**src/rtl/vga_sync_decoder_pkg.sv**
```systemverilog
// Shared timing constants and lock-FSM state encoding for the VGA sync decoder.
// Defaults describe the 1024x768 mode produced by VGA_Controller
// (1368 clocks per line, 806 lines per frame).
package vga_sync_decoder_pkg;

   localparam int   COUNTER_SIZE_DEF    = 11;
   localparam int   THRESHOLD_HSYNC_DEF = 1024;
   localparam int   THRESHOLD_VSYNC_DEF = 768;
   localparam int   WHOLE_LINE_DEF      = 1368;
   localparam int   WHOLE_FRAME_DEF     = 806;
   localparam logic SYNC_POLARITY_DEF   = 1'b1;
   localparam int   LOCK_FRAMES_DEF     = 2;

   typedef enum logic [1:0] {
      ST_SEARCH  = 2'd0,
      ST_MEASURE = 2'd1,
      ST_LOCKED  = 2'd2
   } lock_state_e;

endpackage

```
**src/rtl/vga_sync_decoder_edge.sv**
```systemverilog
// Sync input conditioning: registers the raw sync pin once, keeps the previous
// sample, normalises polarity and flags the asserted->deasserted transition.
// Ports:
//   clk_i       pixel clock
//   rst_i       asynchronous active-high reset
//   sync_i      raw sync pin
//   trailing_o  high for one cycle, the cycle after the pin deasserts
module vga_sync_decoder_edge
   import vga_sync_decoder_pkg::*;
#(
   parameter logic SYNC_POLARITY = SYNC_POLARITY_DEF
) (
   input  logic clk_i,
   input  logic rst_i,
   input  logic sync_i,
   output logic trailing_o
);

   logic in_q;
   logic prev_q;

   // Both samples reset to the deasserted level so releasing reset while the
   // pin is asserted never produces a spurious trailing edge.
   always_ff @(posedge clk_i or posedge rst_i) begin
      if (rst_i) begin
         in_q   <= ~SYNC_POLARITY;
         prev_q <= ~SYNC_POLARITY;
      end else begin
         in_q   <= sync_i;
         prev_q <= in_q;
      end
   end

   assign trailing_o = (prev_q == SYNC_POLARITY) && (in_q != SYNC_POLARITY);

endmodule

```
**src/rtl/vga_sync_decoder.sv**
```systemverilog
// VGA timing sink: recovers pixel_x/pixel_y/active_video from h_sync/v_sync,
// measures line and frame length and declares lock after LOCK_FRAMES
// consecutive frames with the expected timing.
// Ports:
//   control_clock  pixel clock          control_reset  async active-high reset
//   h_sync/v_sync  sync inputs          pixel_x/y      position since trailing edges
//   active_video   inside visible area  line_length    last clocks per line
//   frame_lines    last lines per frame locked         timing stable
//   timing_error   one-cycle pulse when lock is lost
//
// state      | meaning
// -----------+----------------------------------------------------------
// ST_SEARCH  | waiting for a v trailing edge to start a whole frame
// ST_MEASURE | checking whole frames, counting consecutive good ones
// ST_LOCKED  | timing confirmed; any miss or timeout drops back to search
module vga_sync_decoder
   import vga_sync_decoder_pkg::*;
#(
   parameter int   COUNTER_SIZE    = COUNTER_SIZE_DEF,
   parameter int   THRESHOLD_HSYNC = THRESHOLD_HSYNC_DEF,
   parameter int   THRESHOLD_VSYNC = THRESHOLD_VSYNC_DEF,
   parameter int   WHOLE_LINE      = WHOLE_LINE_DEF,
   parameter int   WHOLE_FRAME     = WHOLE_FRAME_DEF,
   parameter logic SYNC_POLARITY   = SYNC_POLARITY_DEF,
   parameter int   LOCK_FRAMES     = LOCK_FRAMES_DEF
) (
   input  logic                    control_clock,
   input  logic                    control_reset,
   input  logic                    h_sync,
   input  logic                    v_sync,
   output logic [COUNTER_SIZE-1:0] pixel_x,
   output logic [COUNTER_SIZE-1:0] pixel_y,
   output logic                    active_video,
   output logic [COUNTER_SIZE-1:0] line_length,
   output logic [COUNTER_SIZE-1:0] frame_lines,
   output logic                    locked,
   output logic                    timing_error
);

   localparam int CW   = COUNTER_SIZE;
   localparam int CNTW = $clog2(LOCK_FRAMES + 1);

   localparam logic [CW-1:0]   CNT_MAX = '1;
   localparam logic [CW-1:0]   TH_C    = CW'(THRESHOLD_HSYNC);
   localparam logic [CW-1:0]   TV_C    = CW'(THRESHOLD_VSYNC);
   localparam logic [CW-1:0]   WL_C    = CW'(WHOLE_LINE);
   localparam logic [CW-1:0]   WF_C    = CW'(WHOLE_FRAME);
   localparam logic [CNTW-1:0] LOCK_N  = CNTW'(LOCK_FRAMES);

   logic h_trail, v_trail;

   vga_sync_decoder_edge #(.SYNC_POLARITY(SYNC_POLARITY)) u_h_edge (
      .clk_i      (control_clock),
      .rst_i      (control_reset),
      .sync_i     (h_sync),
      .trailing_o (h_trail)
   );

   vga_sync_decoder_edge #(.SYNC_POLARITY(SYNC_POLARITY)) u_v_edge (
      .clk_i      (control_clock),
      .rst_i      (control_reset),
      .sync_i     (v_sync),
      .trailing_o (v_trail)
   );

   logic [CW-1:0]   x_q, x_d, y_q, y_d, ll_q, ll_d, fl_q, fl_d;
   logic [CW-1:0]   x_inc, y_inc;
   logic            av_q, av_d;
   lock_state_e     state_q, state_d;
   logic [CNTW-1:0] cnt_q, cnt_d, cnt_inc;
   logic            miss_q, miss_d;
   logic            locked_q, err_q, err_d;
   logic            line_bad, frame_bad, timeout;

   // Saturating increments; these are also the measured lengths (count + 1).
   assign x_inc   = (x_q == CNT_MAX) ? x_q : x_q + CW'(1);
   assign y_inc   = (y_q == CNT_MAX) ? y_q : y_q + CW'(1);
   assign cnt_inc = cnt_q + CNTW'(1);

   always_comb begin
      x_d  = x_inc;
      y_d  = y_q;
      ll_d = ll_q;
      fl_d = fl_q;
      if (h_trail) begin
         ll_d = x_inc;
         x_d  = '0;
         y_d  = y_inc;
      end
      // Applied after the h update so a coincident v edge restarts the frame.
      if (v_trail) begin
         fl_d = y_inc;
         y_d  = '0;
      end
      av_d = (x_d < TH_C) && (y_d < TV_C);
   end

   assign line_bad  = h_trail && (x_inc != WL_C);
   assign frame_bad = v_trail && (y_inc != WF_C);
   assign timeout   = (x_q == CNT_MAX) || (y_q == CNT_MAX);

   always_comb begin
      state_d = state_q;
      cnt_d   = cnt_q;
      miss_d  = miss_q;
      err_d   = 1'b0;
      case (state_q)
         ST_SEARCH: begin
            if (v_trail) begin
               state_d = ST_MEASURE;
               cnt_d   = '0;
               miss_d  = 1'b0;
            end
         end
         ST_MEASURE: begin
            if (timeout) begin
               state_d = ST_SEARCH;
               cnt_d   = '0;
            end else if (v_trail) begin
               // A coincident h edge closes the last line of this frame.
               miss_d = 1'b0;
               if (miss_q || line_bad || frame_bad) begin
                  cnt_d = '0;
               end else if (cnt_inc == LOCK_N) begin
                  state_d = ST_LOCKED;
                  cnt_d   = '0;
               end else begin
                  cnt_d = cnt_inc;
               end
            end else if (line_bad) begin
               miss_d = 1'b1;
            end
         end
         ST_LOCKED: begin
            if (line_bad || frame_bad || timeout) begin
               err_d   = 1'b1;
               state_d = ST_SEARCH;
               cnt_d   = '0;
            end
         end
         default: begin
            state_d = ST_SEARCH;
            cnt_d   = '0;
         end
      endcase
   end

   always_ff @(posedge control_clock or posedge control_reset) begin
      if (control_reset) begin
         x_q      <= '0;
         y_q      <= '0;
         ll_q     <= '0;
         fl_q     <= '0;
         av_q     <= 1'b0;
         state_q  <= ST_SEARCH;
         cnt_q    <= '0;
         miss_q   <= 1'b0;
         locked_q <= 1'b0;
         err_q    <= 1'b0;
      end else begin
         x_q      <= x_d;
         y_q      <= y_d;
         ll_q     <= ll_d;
         fl_q     <= fl_d;
         av_q     <= av_d;
         state_q  <= state_d;
         cnt_q    <= cnt_d;
         miss_q   <= miss_d;
         locked_q <= (state_d == ST_LOCKED);
         err_q    <= err_d;
      end
   end

   assign pixel_x      = x_q;
   assign pixel_y      = y_q;
   assign active_video = av_q;
   assign line_length  = ll_q;
   assign frame_lines  = fl_q;
   assign locked       = locked_q;
   assign timing_error = err_q;

endmodule

```
**config.mk**
```make
export PLATFORM = sky130hd
export DESIGN_NAME = vga_sync_decoder
export DESIGN_NICKNAME = d
export VERILOG_FILES = /design/src/rtl/vga_sync_decoder_pkg.sv /design/src/rtl/vga_sync_decoder_edge.sv /design/src/rtl/vga_sync_decoder.sv
export SDC_FILE = /design/constraint.sdc
export NUM_CORES = 1
export LEC_CHECK = 0
export ABC_AREA = 1
export BUFFER_PORTS_ARGS = -buffer_cell sky130_fd_sc_hd__buf_2
export CORE_ASPECT_RATIO = 2
export CORE_MARGIN = 2
export CORE_UTILIZATION = 45
export CTS_BUF_LIST = sky130_fd_sc_hd__clkbuf_8
export CTS_CLUSTER_SIZE = 10
export DETAILED_ROUTE_END_ITERATION = 8
export GPL_TIMING_DRIVEN = 0
export PLACE_DENSITY_LB_ADDON = 0.12
export SLEW_MARGIN = 5
export SYNTH_ARGS = -nofsm -noshare
export SYNTH_HDL_FRONTEND = slang
export SYNTH_SLANG_ARGS = --single-unit
```
**constraint.sdc**
```tcl
create_clock -name control_clock -period 1.74 [get_ports control_clock]
set_input_delay 0.435 -clock control_clock [delete_from_list [all_inputs] [get_ports control_clock]]
set_output_delay 0.435 -clock control_clock [all_outputs]
set_load 0.05 [all_outputs]
```
==> metrics.yaml, run 1 <==
cts.path.max_buffers: 2
criticalPathCategory: "flop to flop"
dr_total_vias: 2655
skew_ns: 0.00690
placementRows: 40
slew_headroom_pct: 64.0
rrSetupSlack_ns: -0.21
gp_congestion: 0.880
cts-root-buf: "clkbuf_8"
critPathRequiredTime_ns: 2.00
path_delay_family: "simple AND/OR/NAND/NOR gates"
grt_pass1_wl_um: 11800
core_area_mm2: 0.00601
vias_per_cell: 5.37
holdWs_ns: 0.151
grt_overflow: 0
setup_viol: 6
clock.fmax_mhz: 512
nets: 436
arrival_ns: 2.21
clk_pin_slew_ns: 0.10
htreeDepth: 2
syn-instance-count: 353
status: "finished with violations"
cts_tree: "done"
critPathMaxFanout: 6
drive_gt1_share_pct: 35.3
post_synth.cell_area_avg_um2: 7.94
routed_wl_um: 7560
utilization_pct: 61.0
slowest_delay_ns: 0.42
first_global_vias: 2535
yosysWarnings: 0
finalHoldViolCount: 0
ios: 51
synth_edf_count: 0
syn_area_mm2: 0.00280
end_kind: "flop"
initialDrtViolationCount: 82
cts_made_buffers: 5
finish.instance_area_mm2: 0.00366
post_drt_wl_per_cell_um: 15.3
period_needed_ns: 1.95
grt_max_degree: 57
ys_ff_latch: 56
finalPower_mw: 3.56
synth_nets: 359
drtPass1Iterations: 4
pwr_density_cell_mw_per_mm2: 971
syn2layout_area_growth_pct: 30.8
seq_area_frac_synth_pct: 50.0
cts.sinks: 56
async_flop_share_pct: 100
ys.flop_type: "dfrtp_1"
path_cells: "ha_4 -> nand2_4 -> nor2_4 -> buf_4 -> nand4_1 -> nand2_1 -> nand3_2 -> nor2_2 -> nand2_2 -> nand2_4 -> nand4_1 -> inv_1 -> nand3_2 -> nand2_1"
slew_violations: 0
drt_drc_violations_left: 0
initial_core_util_pct: 46.7
drv_cap: 0
placement.io_buffers: 50
postCtsHoldBufs: 0
p_leak_nw: 1.86
antenna_found_initial: 0
yosysUniqueCellTypes: 29
drtAntennaViolNets: 0
fillCellCount: 576
dp_hpwl_um: 5470
diodes: 0
vdd_ir_drop_max_mv: 0.838
die-area_mm2: 0.00691
rsz0062_at_grt: "true"
fp.dieH_um: 116
critPathLaunchType: "flop"
violations: "negative setup slack"
worstMarginPinSlew_ns: 0.539
fin_crit_sh_pct: 112
die_w_um: 59.8
gr-usage-all-layers_pct: 23.0
insertion_delay_ns: 0.32
worst_slack_ns: -0.214
cp_num_buf_inv: 2
critPathSlowestCell: "dfrtp_2"
place_area_mm2: 0.00320
worst_hold_path_type: "input port to async pin"
kinds of logic after synthesis:
| family | Yosys count | synth area share (%) |
|---|---|---|
| buf+inv | 63 | 8.48 |
| simple gates | 181 | 30.2 |
| compound gates | 48 | 9.51 |
| flops | 56 | 50.0 |
| xor+xnor | 3 | 0.938 |
| fa+ha+maj | 2 | 0.893 |
what timing repair did:
action | CTS | global route
endpoints found under the hold margin | 0 | 0
buffers inserted | 16 | 3
pin swaps | 14 | 12
resized for setup | 34 | 17
setup endpoints to repair | 21 | 8
cell usage in the layout, fill, tap and decap left out, drive strengths merged:
master | Yosys | layout
nand2 | 97 | 97
buf | 0 | 70
inv | 56 | 56
dfrtp | 56 | 56
nor2 | 43 | 43
o21ai | 29 | 29
nand3 | 28 | 28
nand4 | 12 | 12
clkbuf | 5 | 10
o22ai | 8 | 8
a21oi | 4 | 4
xor2 | 3 | 3
clkinv | 2 | 3
o21bai | 2 | 2
a31oi | 2 | 2
ha | 2 | 2
nor3 | 1 | 1
o211ai | 1 | 1
a211oi | 1 | 1
clkinvlp | 0 | 1
a41oi | 1 | 1
bufinv | 0 | 1
path summary, 6_finish.rpt:
path	start	end	cells after the start
worst max-delay path	pixel_y[1]	cnt_q[0]	14
worst min-delay path	control_reset	u_v_edge.prev_q	2
worst max register to register	pixel_y[1]	cnt_q[0]	14
worst min register to register	u_v_edge.in_q	u_v_edge.prev_q	0
max in group asynchronous	control_reset	pixel_x[3]	3
min in group control_clock	h_sync	u_h_edge.in_q	1
stage by stage:
stage / instances / setup TNS [ns] / setup slack (ns)
6_report: 494 / -1.10 / -0.214
4_1_cts: 490 / -0.974 / -0.194
2_1_floorplan: 353 / -1.09 / -0.197
3_5_place_dp: 466 / -2.70 / -0.375
3_3_place_gp: 466 / -2.39 / -0.332
5_1_grt: 494 / -2.01 / -0.358
cell type report:
class / count / area (µm²) / share of cell area [%]
flip-flops and latches: 56 / 1420 / 38.8
multi-input cells: 234 / 1390 / 38.0
repair buffers: 70 / 417 / 11.4
inverters: 58 / 228 / 6.21
well taps: 63 / 78.8 / 2.15
clock buffers: 5 / 68.8 / 1.88
clock inverters: 3 / 38.8 / 1.06
plain buffers: 5 / 18.8 / 0.512
worst reg2reg max path, cell delays in order, from the launching register on:
cell     delay (ns)
dfrtp_2        0.42
ha_4           0.18
nand2_4        0.06
nor2_4         0.21
buf_4          0.15
nand4_1        0.09
nand2_1        0.12
nand3_2        0.08
nor2_2         0.09
nand2_2        0.07
nand2_4        0.10
nand4_1        0.12
inv_1          0.09
nand3_2        0.05
nand2_1        0.06
synthesized netlist by cell type (5+ instances only):
master	number	area [µm²]
nor2_1	33	124
inv_1	54	203
o22ai_1	8	50.1
nor2_2	8	50.1
nand4_1	11	68.8
o21ai_0	28	140
nand3_1	23	115
clkbuf_1	5	18.8
dfrtp_1	56	1400
nand2_1	92	345
metal layers:
metal / GRT usage, % / wire length [µm]
met1: 21.5 / 2580
met2: 46.2 / 4510
met3: 2.68 / 189
met4: 9.93 / 284
met5: 0 / 0
where the power goes:
part / internal, mW / total [mW] / leakage, nW / switching (mW)
logic: 0.339 / 1.14 / 1.08 / 0.800
clock network: 0.422 / 0.841 / 0.0593 / 0.419
registers: 1.45 / 1.58 / 0.719 / 0.134
registers in the layout, summed over array words and instances (netlist names), 2 cells and up:
name	count
pixel_x	11
line_length	11
state_q	2
pixel_y	11
frame_lines	11
cnt_q	2
(Power assumes the default switching activity.)
==> run 2: changes to the inputs <==
--- a/config.mk
+++ b/config.mk
@@ -10,7 +10,7 @@
 export CORE_ASPECT_RATIO = 2
 export CORE_MARGIN = 2
 export CORE_UTILIZATION = 45
-export CTS_BUF_LIST = sky130_fd_sc_hd__clkbuf_8
+export CTS_BUF_LIST = sky130_fd_sc_hd__clkbuf_4 sky130_fd_sc_hd__clkbuf_8
 export CTS_CLUSTER_SIZE = 10
 export DETAILED_ROUTE_END_ITERATION = 8
 export GPL_TIMING_DRIVEN = 0
==> metrics.yaml, run 2 (synthesis results as in run 1) <==
status: "finished with violations"
violations: "negative setup slack"
routed_wl_um: 7630
worst_hold_path_type: "input port to async pin"
r2r_start: "pixel_y[1]"
critPathMaxFanout: 6
worstMarginPinSlew_ns: 0.538
crit_end: "cnt_q[0]"
vias_per_cell: 5.32
critPathLaunchType: "flop"
grt_pass1_wl_um: 11800
slew_headroom_pct: 64.1
placement.io_buffers: 50
initial_core_util_pct: 46.7
setup_viol: 6
finalPower_mw: 3.59
vdd_ir_drop_max_mv: 0.842
drtAntennaViolNets: 0
htreeDepth: 2
end_kind: "flop"
dp_hpwl_um: 5470
rrSetupSlack_ns: -0.21
drtPass1Iterations: 4
antenna_found_initial: 0
post_drt_wl_per_cell_um: 15.4
first_global_vias: 2545
criticalPathCategory: "flop to flop"
cts_tree: "done"
drt_drc_violations_left: 0
critPathRequiredTime_ns: 1.99
final_cell_mix: "79 x nand2_1, 53 x inv_1, 50 x buf_2"
drv_cap: 0
syn2layout_area_growth_pct: 30.9
insertion_delay_ns: 0.31
r2r_cells: 14
final_cells: 494
diodes: 0
finalHoldViolCount: 0
cts-root-buf: "clkbuf_8"
slew_violations: 0
fin_crit_sh_pct: 112
skew_ns: 0.00942
cts.path.max_buffers: 2
die-area_mm2: 0.00691
die_w_um: 59.8
gr-usage-all-layers_pct: 23.1
grt_overflow: 0
postCtsHoldBufs: 0
worst_slack_ns: -0.206
cts_made_buffers: 5
drive_gt1_share_pct: 35.5
placementRows: 40
nets: 436
initialDrtViolationCount: 74
cts.sinks: 56
grt_max_degree: 57
fp.dieH_um: 116
ios: 51
clk_pin_slew_ns: 0.10
pre_cts_ws_ns: -0.375
final_common_cell: "nand2_1"
p_leak_nw: 1.85
utilization_pct: 61.1
gp_congestion: 0.880
core_area_mm2: 0.00601
clock.fmax_mhz: 514
cp-startpoint: "pixel_y[1]"
placed_cells: 466
r2r-end: "cnt_q[0]"
period_needed_ns: 1.95
dr_total_vias: 2628
arrival_ns: 2.20
rsz0062_at_grt: "true"
pwr_density_cell_mw_per_mm2: 980
==> run 2: cell types whose count changed in the layout (fill, tap and decap cells not counted) <==
cell	change
inv_1	-1
buf_6	-1
o21ai_1	+1
nor2_4	+1
buf_4	+1
nand2_2	+1
nand2_1	-1
clkbuf_4	+1
o21ai_2	-1
nor2_2	-1
==> run 2: layout make-up <==
class                      instances  area [µm²]
multi-input combinational        234        1400
sequential                        56        1420
fill                             567        2340
clock buffer                       6        76.3
buffer                             5        18.8
inverter                          58         228
timing repair buffer              70         413
tap                               63        78.8
clock inverter                     2        35.0
==> run 2: critical path: stages, from the launching register on <==
cell and delay (ns):
dfrtp_2 0.42, ha_4 0.17, nand2_4 0.05, nor2_4 0.21, buf_4 0.15, nand4_1 0.09
nand2_1 0.12, nand3_2 0.08, nor2_2 0.09, nand2_2 0.07, nand2_4 0.10, nand4_1 0.12
inv_1 0.09, nand3_2 0.05, nand2_1 0.06
==> run 2: layer usage <==
metal	vias up	GRT usage (%)	part of all wire [%]
li1	1278	-	-
met1	1278	21.6	35
met2	53	46.2	59
met3	19	2.68	2.5
met4	0	9.93	3.9
met5	-	0	0
==> run 2: through the flow <==
step | setup TNS [ns] | area [µm²] | hold slack [ns]
after floorplan | -1.09 | 2870 | 0.354
after global placement | -2.39 | 3200 | 0.379
after detailed placement | -2.70 | 3200 | 0.376
after CTS | -0.974 | 3550 | 0.208
after global routing | -1.98 | 3670 | 0.185
final | -1.04 | 3670 | 0.152
==> run 2: how the worst min path moves through the flow <==
stage | from | end | depth (start not counted)
finish | control_reset | u_v_edge.prev_q | 2
global route | control_reset | line_length[4] | 2
CTS | h_sync | u_h_edge.in_q | 1
detailed placement | u_h_edge.in_q | u_h_edge.prev_q | 0
global placement | u_v_edge.in_q | u_v_edge.prev_q | 0
floorplan | u_h_edge.in_q | u_h_edge.prev_q | 0
==> run 2: report_power, final <==
part           internal [mW]  switching, mW  total [mW]  leakage, nW
sequential              1.45          0.137        1.58        0.719
clock                  0.443          0.416       0.860       0.0586
combinational          0.338          0.812        1.15         1.08
==> run 2: timing repair <==
action | in CTS | in global routing
setup endpoints to repair | 21 | 8
pin swaps | 13 | 16
gates resized for setup | 34 | 17
setup buffers | 15 | 4
